File: src/rtl/mul_pkg.sv
// mul_pkg: shared encodings for the pipelined multiplier's accumulate mode.
package mul_pkg;
  localparam int ACC_OPW = 2;
  typedef enum logic [ACC_OPW-1:0] {
    ACC_NONE = 2'b00,
    ACC_ADD  = 2'b01,
    ACC_SUB  = 2'b10
  } acc_op_e;
endpackage

File: src/rtl/mul_pipe_reg.sv
// mul_pipe_reg: one valid+data pipeline stage; data loads only with a live op so the last value persists.
module mul_pipe_reg #(
  parameter int DW = 1
) (
  input  logic          clk,
  input  logic          resetn,
  input  logic          stall,
  input  logic          cancel,
  input  logic          in_valid,
  input  logic [DW-1:0] d,
  output logic          valid,
  output logic [DW-1:0] q
);
  always_ff @(posedge clk)
    if (!resetn) begin
      valid <= 1'b0;
      q     <= '0;
    end else if (cancel) begin
      valid <= 1'b0;
    end else if (!stall) begin
      valid <= in_valid;
      if (in_valid) q <= d;
    end
endmodule

File: src/rtl/mul_pipe.sv
// mul_pipe: fully pipelined WIDTH x WIDTH multiplier with stall/cancel; MUL_ACC_EN adds MADD/MSUB accumulate.
module mul_pipe
  import mul_pkg::*;
#(
  parameter int WIDTH = 32,
  parameter int DEPTH = 3
) (
  input  logic               clk,
  input  logic               resetn,
  input  logic               in_valid,
  input  logic               is_signed,
  input  logic [WIDTH-1:0]   a,
  input  logic [WIDTH-1:0]   b,
`ifdef MUL_ACC_EN
  input  logic [ACC_OPW-1:0] acc_op,
  input  logic [2*WIDTH-1:0] acc_in,
`endif
  input  logic               stall,
  input  logic               cancel,
  output logic [2*WIDTH-1:0] res,
  output logic               out_valid,
  output logic               busy
);
  localparam int PW = 2*WIDTH;
`ifdef MUL_ACC_EN
  localparam int AW = ACC_OPW + PW;
`else
  localparam int AW = 0;
`endif
  localparam int OW = 2*WIDTH + 2 + AW;
  localparam int MW = PW + AW;

  logic [DEPTH:0] v;
  logic [OW-1:0]  opnd;

  assign v[0]      = in_valid;
  assign out_valid = v[DEPTH];

`ifdef MUL_ACC_EN
  assign opnd = {acc_op, acc_in, is_signed & a[WIDTH-1], a, is_signed & b[WIDTH-1], b};
`else
  assign opnd = {is_signed & a[WIDTH-1], a, is_signed & b[WIDTH-1], b};
`endif

  // Only the low PW product bits are kept, so a PW-wide signed multiply of the extended operands suffices.
  function automatic logic [MW-1:0] multiply(input logic [OW-1:0] o);
    logic [PW-1:0] p;
    p = PW'($signed(o[2*WIDTH+1:WIDTH+1]) * $signed(o[WIDTH:0]));
`ifdef MUL_ACC_EN
    return {o[OW-1:2*WIDTH+2], p};
`else
    return p;
`endif
  endfunction

  function automatic logic [PW-1:0] apply_acc(input logic [MW-1:0] m);
`ifdef MUL_ACC_EN
    logic [ACC_OPW-1:0] op;
    logic [PW-1:0]      acc;
    {op, acc} = m[MW-1:PW];
    return op == ACC_ADD ? acc + m[PW-1:0] : op == ACC_SUB ? acc - m[PW-1:0] : m[PW-1:0];
`else
    return m;
`endif
  endfunction

  if (DEPTH == 1) begin : g_flat
    mul_pipe_reg #(.DW(PW)) u_out (
      .clk, .resetn, .stall, .cancel,
      .in_valid(v[0]), .d(apply_acc(multiply(opnd))), .valid(v[1]), .q(res)
    );
    assign busy = 1'b0;
  end else begin : g_deep
    logic [OW-1:0] opnd_q;
    logic [MW-1:0] mid [DEPTH-1];
    mul_pipe_reg #(.DW(OW)) u_opnd (
      .clk, .resetn, .stall, .cancel,
      .in_valid(v[0]), .d(opnd), .valid(v[1]), .q(opnd_q)
    );
    assign mid[0] = multiply(opnd_q);
    // Middle stages only carry the product, leaving room for retiming the multiplier across them.
    for (genvar i = 1; i < DEPTH-1; i++) begin : g_mid
      mul_pipe_reg #(.DW(MW)) u_mid (
        .clk, .resetn, .stall, .cancel,
        .in_valid(v[i]), .d(mid[i-1]), .valid(v[i+1]), .q(mid[i])
      );
    end
    mul_pipe_reg #(.DW(PW)) u_out (
      .clk, .resetn, .stall, .cancel,
      .in_valid(v[DEPTH-1]), .d(apply_acc(mid[DEPTH-2])), .valid(v[DEPTH]), .q(res)
    );
    assign busy = |v[DEPTH-1:1];
  end
endmodule

File: config.mk
export PLATFORM = sky130hd
export DESIGN_NAME = mul_pipe
export DESIGN_NICKNAME = d
export VERILOG_FILES = /design/src/rtl/mul_pkg.sv /design/src/rtl/mul_pipe_reg.sv /design/src/rtl/mul_pipe.sv
export SDC_FILE = /design/constraint.sdc
export NUM_CORES = 2
export LEC_CHECK = 0
export CAP_MARGIN = 20
export CORE_UTILIZATION = 35
export DETAILED_ROUTE_END_ITERATION = 7
export HOLD_SLACK_MARGIN = 0.02
export PLACE_DENSITY = 0.51
export SLEW_MARGIN = 20
export SYNTH_ARGS = -nofsm -noshare
export SYNTH_HDL_FRONTEND = slang
export SYNTH_SLANG_ARGS = --single-unit
File: constraint.sdc
create_clock -name clk -period 8.8 [get_ports clk]
set_clock_uncertainty 0.05 [all_clocks]
set_input_delay 1.76 -clock clk [delete_from_list [all_inputs] [get_ports clk]]
set_output_delay 1.76 -clock clk [all_outputs]
set_load 0.03 [all_outputs]
* Word-level counts from Yosys, hierarchy flattened
Cells that the tools add are included.
** Word-level totals
- Output and inout port bits :: 66
- Word-level logic and storage cells :: 17
- Flip-flop bits (word level) :: 197
- Bits of input ports :: 70
** Operators by class
- Reductions and logical operators :: 5
- $mul :: 1
- Bitwise logic cells :: 5
** Operators with widths (count)
- $mul A33 B33 Y64 :: 1
- $reduce_and A3 Y1 :: 3
- $reduce_or A2 Y1 :: 2
- $not A1 Y1 :: 3
- $and A1 B1 Y1 :: 2

* Longest topological paths before layout
- Word-level depth :: 2
- Mapped depth :: 29
- Mapped depth without buffers :: 26

* Modules after synthesis
From an unflattened synthesis, not the netlist that was laid out.
** Unflattened totals
- Cell total of the unflattened synthesis :: 4985
- Area total of the unflattened synthesis :: 46155.5 µm²
** By module, submodules not included
- mul_pipe :: area each 38194.1 µm², sequential area each 0.0 µm², instances 1, cells an instance 4133
- mul_pipe_reg (g_deep.g_mid[1].u_mid ...) :: area each 2652.5 µm², sequential area each 1301.2 µm², instances 2, cells an instance 281
- mul_pipe_reg (g_deep.u_opnd) :: area each 2656.3 µm², sequential area each 1341.3 µm², instances 1, cells an instance 290

* Worst setup path before layout
No wires, ideal clock.
- Path type :: flip-flop to flip-flop
- Start point :: reg g_deep.u_opnd.q[3]
- End point :: reg g_deep.g_mid[1].u_mid.q[61]
- Setup time :: 0.122 ns
- Required time :: 8.628 ns
- Setup slack :: 0.926 ns
- Path buffers :: 2
- Arrival time :: 7.702 ns
- Clock period less this slack :: 7.874 ns
- Cell stages (with the launch flop) :: 26
- Cells stage by stage :: dfxtp_1 > clkbuf_1 > clkbuf_1 > nand2_1 > inv_1 > fa_1 > fa_1 > fa_1 > inv_1 > fa_1 > inv_1 > fa_1 > fa_1 > fa_1 > inv_1 > fa_1 > inv_1 > ha_1 > a21o_1 > a21o_1 > a21oi_1 > o21bai_1 > a21oi_1 > o21a_1 > a2111oi_0 > a311o_1
** On the way
- Cells in the longest elaborated chain, start to end :: 1
** Ends and longest elaborated chain
- from (decl) :: line mul_pipe_reg.sv:12 : output logic [DW-1:0] q
- from (signal assigned) :: line mul_pipe_reg.sv:17 : q <= '0;
- from (signal assigned) :: line mul_pipe_reg.sv:22 : if (in_valid) q <= d;
- $mul A33 B33 Y64 :: line mul_pipe.sv:48 : p = PW'($signed(o[2*WIDTH+1:WIDTH+1]) * $signed(o[WIDTH:0]));
- to (signal assigned) :: line mul_pipe_reg.sv:17
- to (signal assigned) :: line mul_pipe_reg.sv:22
- to (decl) :: line mul_pipe_reg.sv:12
No other way between the ends.
A chain may end at the register's enable or synchronous reset.

* Final worst setup path
- Start point :: reg g_deep.u_opnd.q[40]
- End point :: reg g_deep.g_mid[1].u_mid.q[62]
The elaborated chain is that of the path after synthesis.

==> flow_summary.json <==
{
  "status": "complete, no violations",
  "drtIter0Drc": 1636,
  "cp.required_ns": 9.21,
  "finalSetupTns_ns": 0,
  "synthTopCellsByArea": "fa_1 50%, inv_1 9.2%, dfxtp_1 8.7%",
  "start_util": 0.3535,
  "wl_met2_um": 70400,
  "critPathKind": "register to register",
  "viasPerCell": 4.851,
  "m1WireLength_um": 54580,
  "drc": 0,
  "avgSynthCellArea_um2": 8.993,
  "setup_viol": 0,
  "crit_path_end_kind": "register",
  "preCtsSetupSlack_ns": 0.3065,
  "synthAdderAreaFrac": 0.5577,
  "ctsRootBufferMaster": "clkbuf_16",
  "fin_util": 0.3861,
  "rsz0062_at_grt": "no",
  "synth_xor_xnor_area_share": 0.01203,
  "syn-cell-area_um2": 45140,
  "hold_slack_ns": 0.3987,
  "met3_length_um": 3906,
  "antenna_found_initial": 4,
  "drive_above_1_share": 0.04024,
  "clk_pin_slew_ns": 0.13,
  "row_count": 131,
  "synth_edf_count": 0,
  "critPathMaxFanout": 19,
  "clock_sinks": 197,
  "p_leak_nw": 23.98,
  "worstPathArrival_ns": 8.73,
  "synthTopCellsByCount": "1125 x fa_1, 1102 x inv_1, 898 x nand2_1",
  "yosys.area.top_type_share": 0.4990,
  "tightest_slew_ns": 1.075,
  "cap_viol_max_count": 0,
  "ys_async_sr_fraction": 0,
  "cts_tree": "built",
  "reg2reg_depth": 24,
  "grt_pass1_wl_um": 211700,
  "total_power_mw": 2.367,
  "grt_max_degree": 76,
  "finalMaxSlewViolations": 0,
  "hold_depth": 2,
  "hold_violations": 0,
  "ir_worst_vdd_mv": 0.1718,
  "die_y_um": 361.1,
  "critPathLaunchType": "register",
  "gp_congestion": 0.9101,
  "post-cts-setup-buffers": 0,
  "synth_top_family_by_area": "adder cells",
  "ys_types": 67,
  "port_buffers": 135,
  "die_x_um": 361.1,
  "post-route-period-util": 0.9450,
  "cts_buffers": 17,
  "fill_cells": 13133,
  "synth_top_area_cell": "fa_1",
  "worst_slack_ns": 0.4836,
  "ys_ff_latch": 197,
  "drt_pass1_iterations": 5,
  "yosysMostFrequentCell": "fa_1",
  "routed_wl_um": 132200,
  "ys.flop_type": "dfxtp_1",
  "synth_cells": 5019,
  "synthMuxAreaShare": 0.0004712,
  "first_global_vias": 36238,
  "via_count": 32540,
  "final.min_clock_period_ns": 8.316,
  "min_path_type": "register to register",
  "htreeDepth": 4,
  "area_delta_synth_final_pct": 9.225,
  "core_area_um2": 127700,
  "ant_nets": 0,
  "avgRoutedWirePerCell_um": 19.71,
  "dieArea_um2": 130400,
  "clock_latency_ns": 0.56,
  "io_pins": 136,
  "cts_resized": 0,
  "hold_buffers": 0,
  "top_layer_used": "met4",
  "synth_compound_area_frac": 0.05383,
  "synth_nets": 6426,
  "cts.path.max_buffers": 2,
  "grt-ovfl-total": 0,
  "dpl.hpwl_um": 110900,
  "grt_use_total": 0.2125,
  "slew_headroom": 0.2836,
  "max_freq_mhz": 120.2,
  "nets": 6440,
  "synth_warnings": 0,
  "ys_seq_area_frac": 0.08737,
  "power_density_nw_per_um2": 48.01,
  "synthSimpleGateAreaFrac": 0.1727
}
## worst paths after layout
kind	from	end	slack, ns
worst min-delay path	g_deep.g_mid[1].u_mid.q[48]$_SDFFE_PN0P_	g_deep.u_out.q[48]$_SDFFE_PN0P_	0.40
worst max-delay path	g_deep.u_opnd.q[40]$_SDFFE_PN0P_	g_deep.g_mid[1].u_mid.q[62]$_SDFFE_PN0P_	0.48
worst min register to register	g_deep.g_mid[1].u_mid.q[48]$_SDFFE_PN0P_	g_deep.u_out.q[48]$_SDFFE_PN0P_	0.40
worst max register to register	g_deep.u_opnd.q[40]$_SDFFE_PN0P_	g_deep.g_mid[1].u_mid.q[62]$_SDFFE_PN0P_	0.48
## placed cells by master, fill, tap and decap left out, types with 6 or more instances in the layout
master and n:
nand2b_1 15, nor2b_1 24, nand4_1 15, ha_1 212, o21ai_0 38, nand3_1 33
xor2_1 19, o31ai_1 6, a21oi_1 243, inv_1 1101, buf_4 139, a21boi_0 7
buf_12 7, nand3b_1 10, a31oi_1 10, o21a_1 6, clkbuf_16 17, nor2_1 31
xnor2_1 43, o21bai_1 16, nand2_1 898, a21o_1 28, clkdlybuf4s50_1 135, and3_1 8
nor3_1 21, dfxtp_1 193, and2_1 548, or2_2 6, fa_1 1125, o211ai_1 7
## cell type report
| cell class | count | area (µm²) | area share |
|---|---|---|---|
| Clock buffer | 17 | 425.4 | 0.008629 |
| Multi-Input combinational cell | 3434 | 35990 | 0.7299 |
| Clock inverter | 14 | 182.7 | 0.003705 |
| Inverter | 1102 | 4141 | 0.08400 |
| Tap cell | 1662 | 2079 | 0.04218 |
| Timing Repair Buffer | 281 | 2535 | 0.05142 |
| Sequential cell | 197 | 3949 | 0.08010 |
| Antenna cell | 1 | 2.502 | 0.00005076 |
## state kept, by name, indices dropped and copies added (netlist names)
signal / count
g_deep.g_mid.u_mid.valid: 1
g_deep.g_mid.u_mid.q: 64
g_deep.u_opnd.valid: 1
g_deep.u_out.q: 64
g_deep.u_opnd.q: 66
g_deep.u_out.valid: 1
## metrics by stage
| stage | cells | instance area, µm² |
|---|---|---|
| floorplan | 5019 | 45140 |
| CTS | 6707 | 49300 |
| global placement | 6676 | 48690 |
| detailed placement | 6676 | 48690 |
| global route | 6707 | 49300 |
| finish | 6708 | 49300 |
## power breakdown
group,total (mW),switching (mW),internal (mW)
clock,0.890,0.481,0.409
sequential,0.950,0.0484,0.901
combinational,0.527,0.332,0.195
total,2.37,0.861,1.51
## cell families (layout without fill, tap and decap cells)
| logic type | Yosys count | after routing |
|---|---|---|
| simple gates | 1625 | 1625 |
| buf+inv | 1388 | 1414 |
| fa+ha+maj | 1337 | 1337 |
| compound gates | 408 | 408 |
| flops | 197 | 197 |
| xor+xnor | 62 | 62 |
| mux | 2 | 2 |
| other cells | 0 | 1 |
## per-layer routing
metal	vias up	track usage
met5	-	0
met2	603	0.3962
met4	0	0.05382
met1	17180	0.2617
li1	14616	-
met3	141	0.01833
## worst max-delay path, stage by stage, from the launching register on
cell,delay [ns]
dfxtp_1,0.96
nand2_1,0.18
fa_1,0.60
inv_1,0.07
fa_1,0.49
inv_1,0.05
fa_1,0.53
inv_1,0.05
fa_1,0.48
fa_1,0.58
fa_1,0.45
fa_1,0.49
inv_1,0.05
fa_1,0.51
inv_1,0.05
ha_1,0.36
a21oi_1,0.21
o21ai_0,0.18
a2111oi_0,0.46
a2bb2oi_1,0.19
a21oi_1,0.38
a21oi_1,0.19
o2111ai_1,0.25
mux2_1,0.35
nand2_1,0.06
Note: power is estimated with default switching activity, not from simulation.
